--- src/rtl/bus_join.sv ---
// bus_join: joins an 8-bit G field and a 4-bit T field into 12-bit {T, G} words behind a small output FIFO.
// Optional BUS_JOIN_PARITY_EN adds an even-parity bit per stored word, presented on k_parity.
module bus_join #(
  parameter int DEPTH = 2,
  parameter int CNT_W = 16
) (
  input  logic             clk,
  input  logic             reset,
  input  logic [7:0]       g_data,
  input  logic             g_valid,
  output logic             g_ready,
  input  logic [3:0]       t_data,
  input  logic             t_valid,
  output logic             t_ready,
  output logic [11:0]      k_data,
  output logic             k_valid,
  input  logic             k_ready,
  output logic [CNT_W-1:0] word_count
`ifdef BUS_JOIN_PARITY_EN
  ,
  output logic             k_parity
`endif
);
  localparam int AW = DEPTH > 1 ? $clog2(DEPTH) : 1;
`ifdef BUS_JOIN_PARITY_EN
  localparam int EW = 13;
`else
  localparam int EW = 12;
`endif
  logic             g_full_q, g_full_d, t_full_q, t_full_d;
  logic [7:0]       g_reg_q, g_reg_d;
  logic [3:0]       t_reg_q, t_reg_d;
  logic [AW:0]      count_q, count_d;
  logic [AW-1:0]    rd_ptr_q, rd_ptr_d, wr_ptr_q, wr_ptr_d;
  logic [CNT_W-1:0] word_count_q, word_count_d;
  logic [EW-1:0]    mem_q [DEPTH];
  logic [EW-1:0]    head, entry;
  logic             pop, fire, g_load, t_load;
  always_comb begin
    head         = mem_q[rd_ptr_q];
    k_valid      = count_q != '0;
    pop          = k_valid && k_ready;
    fire         = g_full_q && t_full_q && (count_q < (AW+1)'(DEPTH) || pop);
    g_ready      = !g_full_q || fire;
    t_ready      = !t_full_q || fire;
    g_load       = g_valid && g_ready;
    t_load       = t_valid && t_ready;
    g_full_d     = g_load || (g_full_q && !fire);
    t_full_d     = t_load || (t_full_q && !fire);
    g_reg_d      = g_load ? g_data : g_reg_q;
    t_reg_d      = t_load ? t_data : t_reg_q;
    count_d      = count_q + (AW+1)'(fire) - (AW+1)'(pop);
    rd_ptr_d     = rd_ptr_q + AW'(pop);
    wr_ptr_d     = wr_ptr_q + AW'(fire);
    word_count_d = word_count_q + CNT_W'(fire);
    k_data       = k_valid ? head[11:0] : '0;
    word_count   = word_count_q;
`ifdef BUS_JOIN_PARITY_EN
    entry        = {^{t_reg_q, g_reg_q}, t_reg_q, g_reg_q};
    k_parity     = k_valid && head[12];
`else
    entry        = {t_reg_q, g_reg_q};
`endif
  end
  always_ff @(posedge clk) begin
    if (reset) begin
      g_full_q     <= 1'b0;
      t_full_q     <= 1'b0;
      g_reg_q      <= '0;
      t_reg_q      <= '0;
      count_q      <= '0;
      rd_ptr_q     <= '0;
      wr_ptr_q     <= '0;
      word_count_q <= '0;
    end else begin
      g_full_q     <= g_full_d;
      t_full_q     <= t_full_d;
      g_reg_q      <= g_reg_d;
      t_reg_q      <= t_reg_d;
      count_q      <= count_d;
      rd_ptr_q     <= rd_ptr_d;
      wr_ptr_q     <= wr_ptr_d;
      word_count_q <= word_count_d;
    end
  end
  // Storage is not cleared on reset; k_valid gates what the consumer sees.
  always_ff @(posedge clk) begin
    if (fire && !reset) mem_q[wr_ptr_q] <= entry;
  end
endmodule
--- config.mk ---
export PLATFORM = sky130hd
export DESIGN_NAME = bus_join
export DESIGN_NICKNAME = d
export VERILOG_FILES = /design/src/rtl/bus_join.sv
export SDC_FILE = /design/constraint.sdc
export NUM_CORES = 1
export LEC_CHECK = 0
export BUFFER_PORTS_ARGS = -buffer_cell sky130_fd_sc_hd__buf_2
export CAP_MARGIN = 20
export CORE_UTILIZATION = 30
export DETAILED_ROUTE_END_ITERATION = 12
export SLEW_MARGIN = 20
export SYNTH_ARGS = -nofsm -noshare
export SYNTH_HDL_FRONTEND = slang
export SYNTH_SLANG_ARGS = --single-unit
--- constraint.sdc ---
create_clock -name clk -period 2.5 [get_ports clk]
set_clock_uncertainty 0.05 [all_clocks]
set_input_delay 0.5 -clock clk [delete_from_list [all_inputs] [get_ports clk]]
set_output_delay 0.5 -clock clk [all_outputs]
set_load 0.02 [all_outputs]
======== Word-level counts from Yosys, hierarchy flattened ========
Memory sizes are Yosys's and may differ from the RTL's. A register that Yosys moved wholly into a read port is not among the register bits.
Index checks and enable logic that the tools add are counted.
storage, ports and cells
  bits in registers ....................... 34
  bits in latches ......................... 0
  bits in writable memories ............... 24
  memory bits (read-only) ................. 0
  bits of input ports ..................... 17
  output and inout bits ................... 31
  word-level logic and storage cells ...... 37
  memories kept ........................... 1
cells by class
  add/subtract/negate cells ............... 5
  $mul .................................... 0
  div/mod/pow operators ................... 0
  $lt $le $gt $ge ......................... 1
  equality and inequality tests ........... 0
  shifts and indexed selects .............. 0
  multiplexer cells ....................... 4
  bitwise operators ....................... 0
  reductions and logical operators ........ 18
memories
  name   depth  bits a word  rd ports  clocked after memory_dff  wr ports  line  text
  mem_q  2      12           1         1                         1         36    logic [EW-1:0] mem_q [DEPTH];
operators by type and width
  cell                                         number
  16-bit by 1-bit adder with 16-bit output     1
  12-bit two-way mux                           1
  1-bit logical AND                            8
  1-bit logical OR                             5
  1-bit zero test                              4
  1-bit two-way mux                            3
  1-bit adder                                  2
  2-bit by 1-bit adder with 2-bit output       1
  2-bit < comparator (second input constant)   1
  2-bit nonzero test                           1
  2-bit by 1-bit subtractor with 2-bit output  1

======== Depth between registers and ports, before layout ========
Gate-level depths: netlist of the first run.
  depth in word-level cells ............... 7
  depth in mapped cells ................... 9

======== Least setup slack after synthesis of the first run ========
No wires, ideal clock.
  path type ............................... in2reg
  start ................................... in k_ready
  end ..................................... mem mem_q[1][0] (enable)
  setup time .............................. 0.399 ns
  arrival time ............................ 1.806 ns
  required time ........................... 2.051 ns
  setup slack ............................. 0.245 ns
  stages on the path ...................... 3
  path buffers ............................ 0
  cell sequence ........................... nand2b_1 nand3_1 nor3b_1
between the ends
  word-level cells in the longest chain between the ends .. 6
ends and longest elaborated chain
  item                                     line  text
  start: declaration                       17    input logic k_ready,
  1-bit logical AND                        42    pop = k_valid && k_ready;
  1-bit logical OR                         43    fire = g_full_q && t_full_q && (count_q < (AW+1)'(DEPTH) || pop);
  1-bit logical AND                        43
  1-bit logical AND                        88    if (fire && !reset) mem_q[wr_ptr_q] <= entry;
  1-bit two-way mux                        88
  1-bit two-way mux (implied by the code)  88
  end: declaration                         36
Every way passes these cells.

======== Final worst setup path of the first run ========
  start ................................... reg count_q[1]
  end ..................................... out t_ready
between the ends
  word-level cells in the longest chain between the ends .. 5
  elaborated cells between the ends (all ways) .. 6
ends and longest elaborated chain
  item                                                                        line  text
  start: declaration                                                          33    logic [AW:0] count_q, count_d;
  start signal: assignment                                                    80    count_q <= count_d;
  parallel branches: the longest is 2 deep, another holds 2-bit < comparator  n/a
  1-bit logical OR (*)                                                        43
  1-bit logical AND (*)                                                       43
  1-bit logical OR (*)                                                        45    t_ready = !t_full_q || fire;
  end: declaration                                                            14    output logic t_ready,
Mark *: on every way between the ends.

==> flow_summary.toml, run 1 <==
[yosys]
ys.warnings.count = 0
synth_seq_cells = 58
ys_seq_area_share_pct = 59.7
syn_area_per_cell_sq_um = 10.9
synthCells = 215
syn_area_sq_um = 2350
ys_types = 27
syn-num-nets = 237

[clock_tree]
cts.clk_slew.worst_paths_ns = 0.06
cts_buffers = 9
clockBufferDepth = 2
clkLatencyLatePin_ns = 0.33
post-cts-setup-buffer-count = 0
ctsHoldBuffers = 0
root_buffer = "clkbuf_8"
cts.sinks = 58
cts.repair.resized = 0
cts_tree = "done"
h-tree-depth = 3

[floorplanning]
rows = 31
dieArea_sq_um = 8180
dieWidth_um = 90.5
core_area_sq_um = 7410
die_h_um = 90.5
io_pins = 48
start_util_pct = 31.7

[detailed_routing]
met3WireLength_um = 148
ant_nets = 0
top_layer = "met4"
wl_met2_um = 2220
routed_via_density = 4.49
drtPass1Iterations = 3
routedWlPerCell_um = 12.1
wl_met1_um = 2070
vias = 1681
routed_wl_um = 4540
remaining_drc_errors = 0
drt-initial-drc-count = 77

[placed_design]
dp_hpwl_um = 3100
dp_cells = 358
gp_congestion = 0.753
io_buffers = 47
place_ws_ns = 0.190
placed_area_sq_um = 2710

[sta]
fin_crit_ns = 2.02
fin_setup_tns_ns = 0
drv_slew = 0
relSlewSlack_pct = 53.6
rsz0062_at_grt = "false"
min_period_over_period_pct = 80.8
max_freq_mhz = 495
hold_viol_final = 0
setup_viol = 0
tightestPinTransition_ns = 0.696
setup_ws_ns = 0.480
timing.hold.ws_ns = 0.369

[cells_and_area]
finalNonFillerCells = 374
design_area_sq_um = 2920
nNetsFinal = 292
final_cell_mix = "buf_2 (47), dfxtp_1 (34), nor2_1 (31)"
layout-drive-gt1-share_pct = 26.2
final_common_cell = "buf_2"
post-route-util_pct = 39.4
syn_to_final_growth_pct = 24.5
num_antenna_cells = 0

[run]
drv_cap = 0

[power_and_ir_drop]
power_mw = 2.53
cellPowerDensity_nw_per_um2 = 866
p_leak_nw = 1.17
ir_worst_vdd_mv = 0.323

[worst_setup_path]
start_kind = "flop"
end_kind = "output pin"
cp.required_ns = 1.95
crit_family = "flip-flops"
crit_type = "reg -> out"
critPathBufInv = 2
crit_arrival_ns = 1.47
critPathMaxFanout = 6
critPathMaxStageDelay_ns = 0.36
slowest_stage = "dfxtp_1"
crit_chain = "nand2b_1 -> a21oi_1 -> inv_1 -> buf_2"

[grt]
grt_pass1_wl_um = 7710
overflow = 0
antenna_found_initial = 0
grt_max_degree = 38
track_usage_pct = 12.2
grt_pass1_vias = 1654

[min_path]
hp-class = "in -> reg"

[run_status]
outcome = "completed"
==> Yosys cell counts <==
master    number  area, sq um
mux2_1         1         11.3
a21oi_1       15         75.1
and3_1         2         12.5
edfxtp_1      24          721
nand4_1        1         6.26
buf_2          1         5.00
nor3b_1        1         7.51
o21ai_0       12         60.1
mux2i_1       12          120
inv_2          1         3.75
nand3_1       21          105
nand2b_1       1         6.26
xor2_1         5         43.8
nor3_1         5         25.0
nor2b_1        5         31.3
dfxtp_1       34          681
nor4_2         3         37.5
nor2_2         1         6.26
clkbuf_1       5         18.8
nand2_1        3         11.3
buf_1          2         7.51
a21oi_2        1         8.76
inv_1         10         37.5
nand4_4        1         21.3
ha_1           5         62.6
xnor2_1       12          105
nor2_1        31          116
==> flip-flops by register name, indices dropped and copies added (netlist names) <==
register    cells
count_q         2
g_full_q        1
g_reg_q         8
mem_q          24
rd_ptr_q        1
t_full_q        1
t_reg_q         4
word_count     16
wr_ptr_q        1
==> worst paths after layout <==
path	endpoint	slack [ns]	start	depth (start not counted)
min reg2reg	mem_q[0][6]	0.40	g_reg_q[6]	0
max reg2reg	word_count[12]	0.48	count_q[1]	9
max	t_ready	0.48	count_q[1]	4
min	t_reg_q[1]	0.37	t_data[1]	3
==> worst reg2reg max path, stage by stage, from the launching register on <==
cell and delay, ns:
dfxtp_1 0.33, nand2b_1 0.13, nand3_1 0.18, inv_1 0.12
ha_1 0.20, ha_1 0.24, nand2_1 0.16, nor4_2 0.27
xnor2_1 0.15, nor2_1 0.06
==> power by group <==
| part | switching (mW) | leakage (nW) | internal (mW) | total [mW] |
|---|---|---|---|---|
| registers | 0.0301 | 0.499 | 1.03 | 1.06 |
| clock network | 0.352 | 0.105 | 0.554 | 0.906 |
| logic | 0.353 | 0.570 | 0.212 | 0.564 |
==> kinds of logic after synthesis <==
family,Yosys count,share of synthesized area [%]
simple gates,75,16.5
flops,58,59.7
compound gates,28,6.13
buf+inv,19,3.09
xor+xnor,17,6.34
mux,13,5.60
fa+ha+maj,5,2.67
==> cell type report <==
type | count | area, sq um
fillers | 756 | 4490
flip-flops and latches | 58 | 1400
multi-input cells | 138 | 873
repair buffers | 52 | 273
clock buffers | 10 | 128
well taps | 99 | 124
clock inverters | 6 | 81.3
inverters | 11 | 41.3
==> metal layers <==
layer  GRT usage [%]  up-vias
li1                -      857
met1            14.0      792
met2            20.4       23
met3            4.29        9
met4            6.05        0
met5               0        -
No activity file was read; power rests on OpenSTA's default activity.
==> run 2: changes to the inputs <==
Settings changed: ABC_AREA set to 1.
Clock period 2.5 ns to 2.1 ns, I/O delays scaled along.
==> run 2 against run 1 <==
Total power grew 14%. Sequential power is 20% higher. Die area up 3.3%. Area after synthesis is 3.4% higher. Worst setup slack worse by 0.25 ns. Clock power down 0.8%. Routed wire length increased by 11%. Critical path type is now reg -> reg. Largest cell class unchanged. Highest routed layer unchanged.
==> flow_summary.toml, run 2 <==
[run_status]
outcome = "completed"

[grt]
grt_util_met1_pct = 15.5
grt_use_met3_pct = 6.05
grt_pass1_vias = 1801
grt_use_met2_pct = 21.4
track_usage_pct = 13.1
grt_max_degree = 22
grt_pass1_wl_um = 8580
overflow = 0
antenna_found_initial = 1
grt-busiest-layer = "met2"

[yosys]
ys.warnings.count = 0
synth-main-ff-cell = "dfxtp_1"
syn-num-nets = 297
yosysMostFrequentCell = "nand2_1"
ys_types = 24
syn_area_sq_um = 2430
syn_area_per_cell_sq_um = 8.83
async_reset_ff_share_pct = 0
yosys-top-cells-count = "nand2_1 (62), nor2_1 (48), dfxtp_1 (34)"
synthCells = 275
synth_top_area_cell = "edfxtp_1"
ys_seq_area_share_pct = 57.7
synth_edf_count = 24
synth.area.top_cells = "edfxtp_1 (30%), dfxtp_1 (28%), nand2_1 (9.6%)"
synth_seq_cells = 58
synth_top_area_share_pct = 29.7

[floorplanning]
io_pins = 48
die_h_um = 92.0
rows = 32
core_area_sq_um = 7770
dieWidth_um = 92.0
start_util_pct = 31.2
dieArea_sq_um = 8450

[worst_setup_path]
crit_type = "reg -> reg"
r2r_setup_slack_ns = 0.23
start_kind = "flop"
critPathMaxFanout = 6
crit_end = "word_count[12]"
rr_worst_depth = 10
crit_arrival_ns = 2.09
r2r-start = "g_full_q"
rr_endpoint = "word_count[12]"
end_kind = "flop"
cp.required_ns = 2.31
cp-startpoint = "g_full_q"

[sta]
relSlewSlack_pct = 74.2
fin_crit_ns = 1.87
min_period_over_period_pct = 89.2
drv_slew = 0
tightestPinTransition_ns = 0.387
setup_ws_ns = 0.227
max_freq_mhz = 534
fin_setup_tns_ns = 0
timing.hold.ws_ns = 0.342
hold_viol_final = 0
setup_viol = 0
rsz0062_at_grt = "false"

[min_path]
hp-class = "in -> reg"
hold_start = "g_data[7]"

[power_and_ir_drop]
cellPowerDensity_nw_per_um2 = 963
p_leak_nw = 1.31
ir_worst_vdd_mv = 0.308
power_mw = 2.89

[detailed_routing]
ant_nets = 0
remaining_drc_errors = 0
drtPass1Iterations = 4
vias = 1939
routed_via_density = 4.40
drt-initial-drc-count = 79
routedWlPerCell_um = 11.5
routed_wl_um = 5060

[clock_tree]
ctsHoldBuffers = 0
cts.repair.resized = 0
post-cts-setup-buffer-count = 0
h-tree-depth = 3
root_buffer = "clkbuf_8"
cts_buffers = 9
clkLatencyLatePin_ns = 0.32
cts.sinks = 58
cts.clk_slew.worst_paths_ns = 0.07
cts_tree = "done"
clockBufferDepth = 2

[cells_and_area]
multi_input_area_sq_um = 892
largest_register_ffs = 24
syn_to_final_growth_pct = 23.7
n_fill_cell = 824
final_common_cell = "nand2_1"
final_cell_mix = "nand2_1 (62), nor2_1 (48), buf_2 (47)"
top_register = "mem_q"
finalNonFillerCells = 441
post-route-util_pct = 38.6
num_antenna_cells = 0
seqCellArea_sq_um = 1400
design_area_sq_um = 3000
nNetsFinal = 356
layout-drive-gt1-share_pct = 23.0

[run]
drv_cap = 0

[placed_design]
dp_cells = 425
io_buffers = 47
dp_hpwl_um = 3570
gp_congestion = 0.839
placed_area_sq_um = 2820
place_ws_ns = 0.0809
-- run 2: worst max-delay path, cell delays in order (launching register included) --
cell and delay, ns:
dfxtp_1 0.47, nand3_4 0.10, inv_1 0.10, ha_1 0.20, ha_1 0.19, nand2_2 0.10
nor2_4 0.17, nand3_1 0.15, o21bai_1 0.16, inv_1 0.05, nor2_1 0.07
-- run 2: layer usage --
| layer | part of all wire, % | wire length, um |
|---|---|---|
| met5 | 0 | 0 |
| met3 | 8.7 | 438 |
| met2 | 47 | 2350 |
| met1 | 44 | 2240 |
| met4 | 0.51 | 26 |
-- run 2: logic make-up (layout without fill, tap and decap cells) --
family / Yosys count / in the layout / share of synthesized area (%)
and+or+nand+nor: 139 / 139 / 25.2
xor gates and xnor gates: 2 / 2 / 0.722
adders and majority gates: 5 / 5 / 2.58
buffers and inverters: 35 / 99 / 5.52
DFF: 58 / 58 / 57.7
AOI/OAI and AO/OA: 36 / 36 / 8.25
-- run 2: area by class of cell --
| class | count | area share [%] |
|---|---|---|
| tap | 102 | 4.25 |
| timing repair buffer | 55 | 9.84 |
| multi-input combinational | 182 | 29.7 |
| clock buffer | 10 | 4.59 |
| clock inverter | 6 | 1.42 |
| inverter | 28 | 3.50 |
| sequential | 58 | 46.7 |
-- run 2: power by group --
group / total [mW] / switching [mW] / internal, mW
Sequential: 1.27 / 0.0370 / 1.24
Clock: 0.899 / 0.441 / 0.459
Combinational: 0.718 / 0.482 / 0.236
-- run 2: worst min path at each step --
stage                               to  slack, ns  cells past startpoint
after floorplan            mem_q[0][0]       0.38                      0
after global routing        g_reg_q[1]       0.33                      4
after global placement    mem_q[0][10]       0.38                      0
final                       g_reg_q[7]       0.34                      4
after CTS                   g_reg_q[7]       0.33                      4
after detailed placement   mem_q[0][9]       0.39                      0
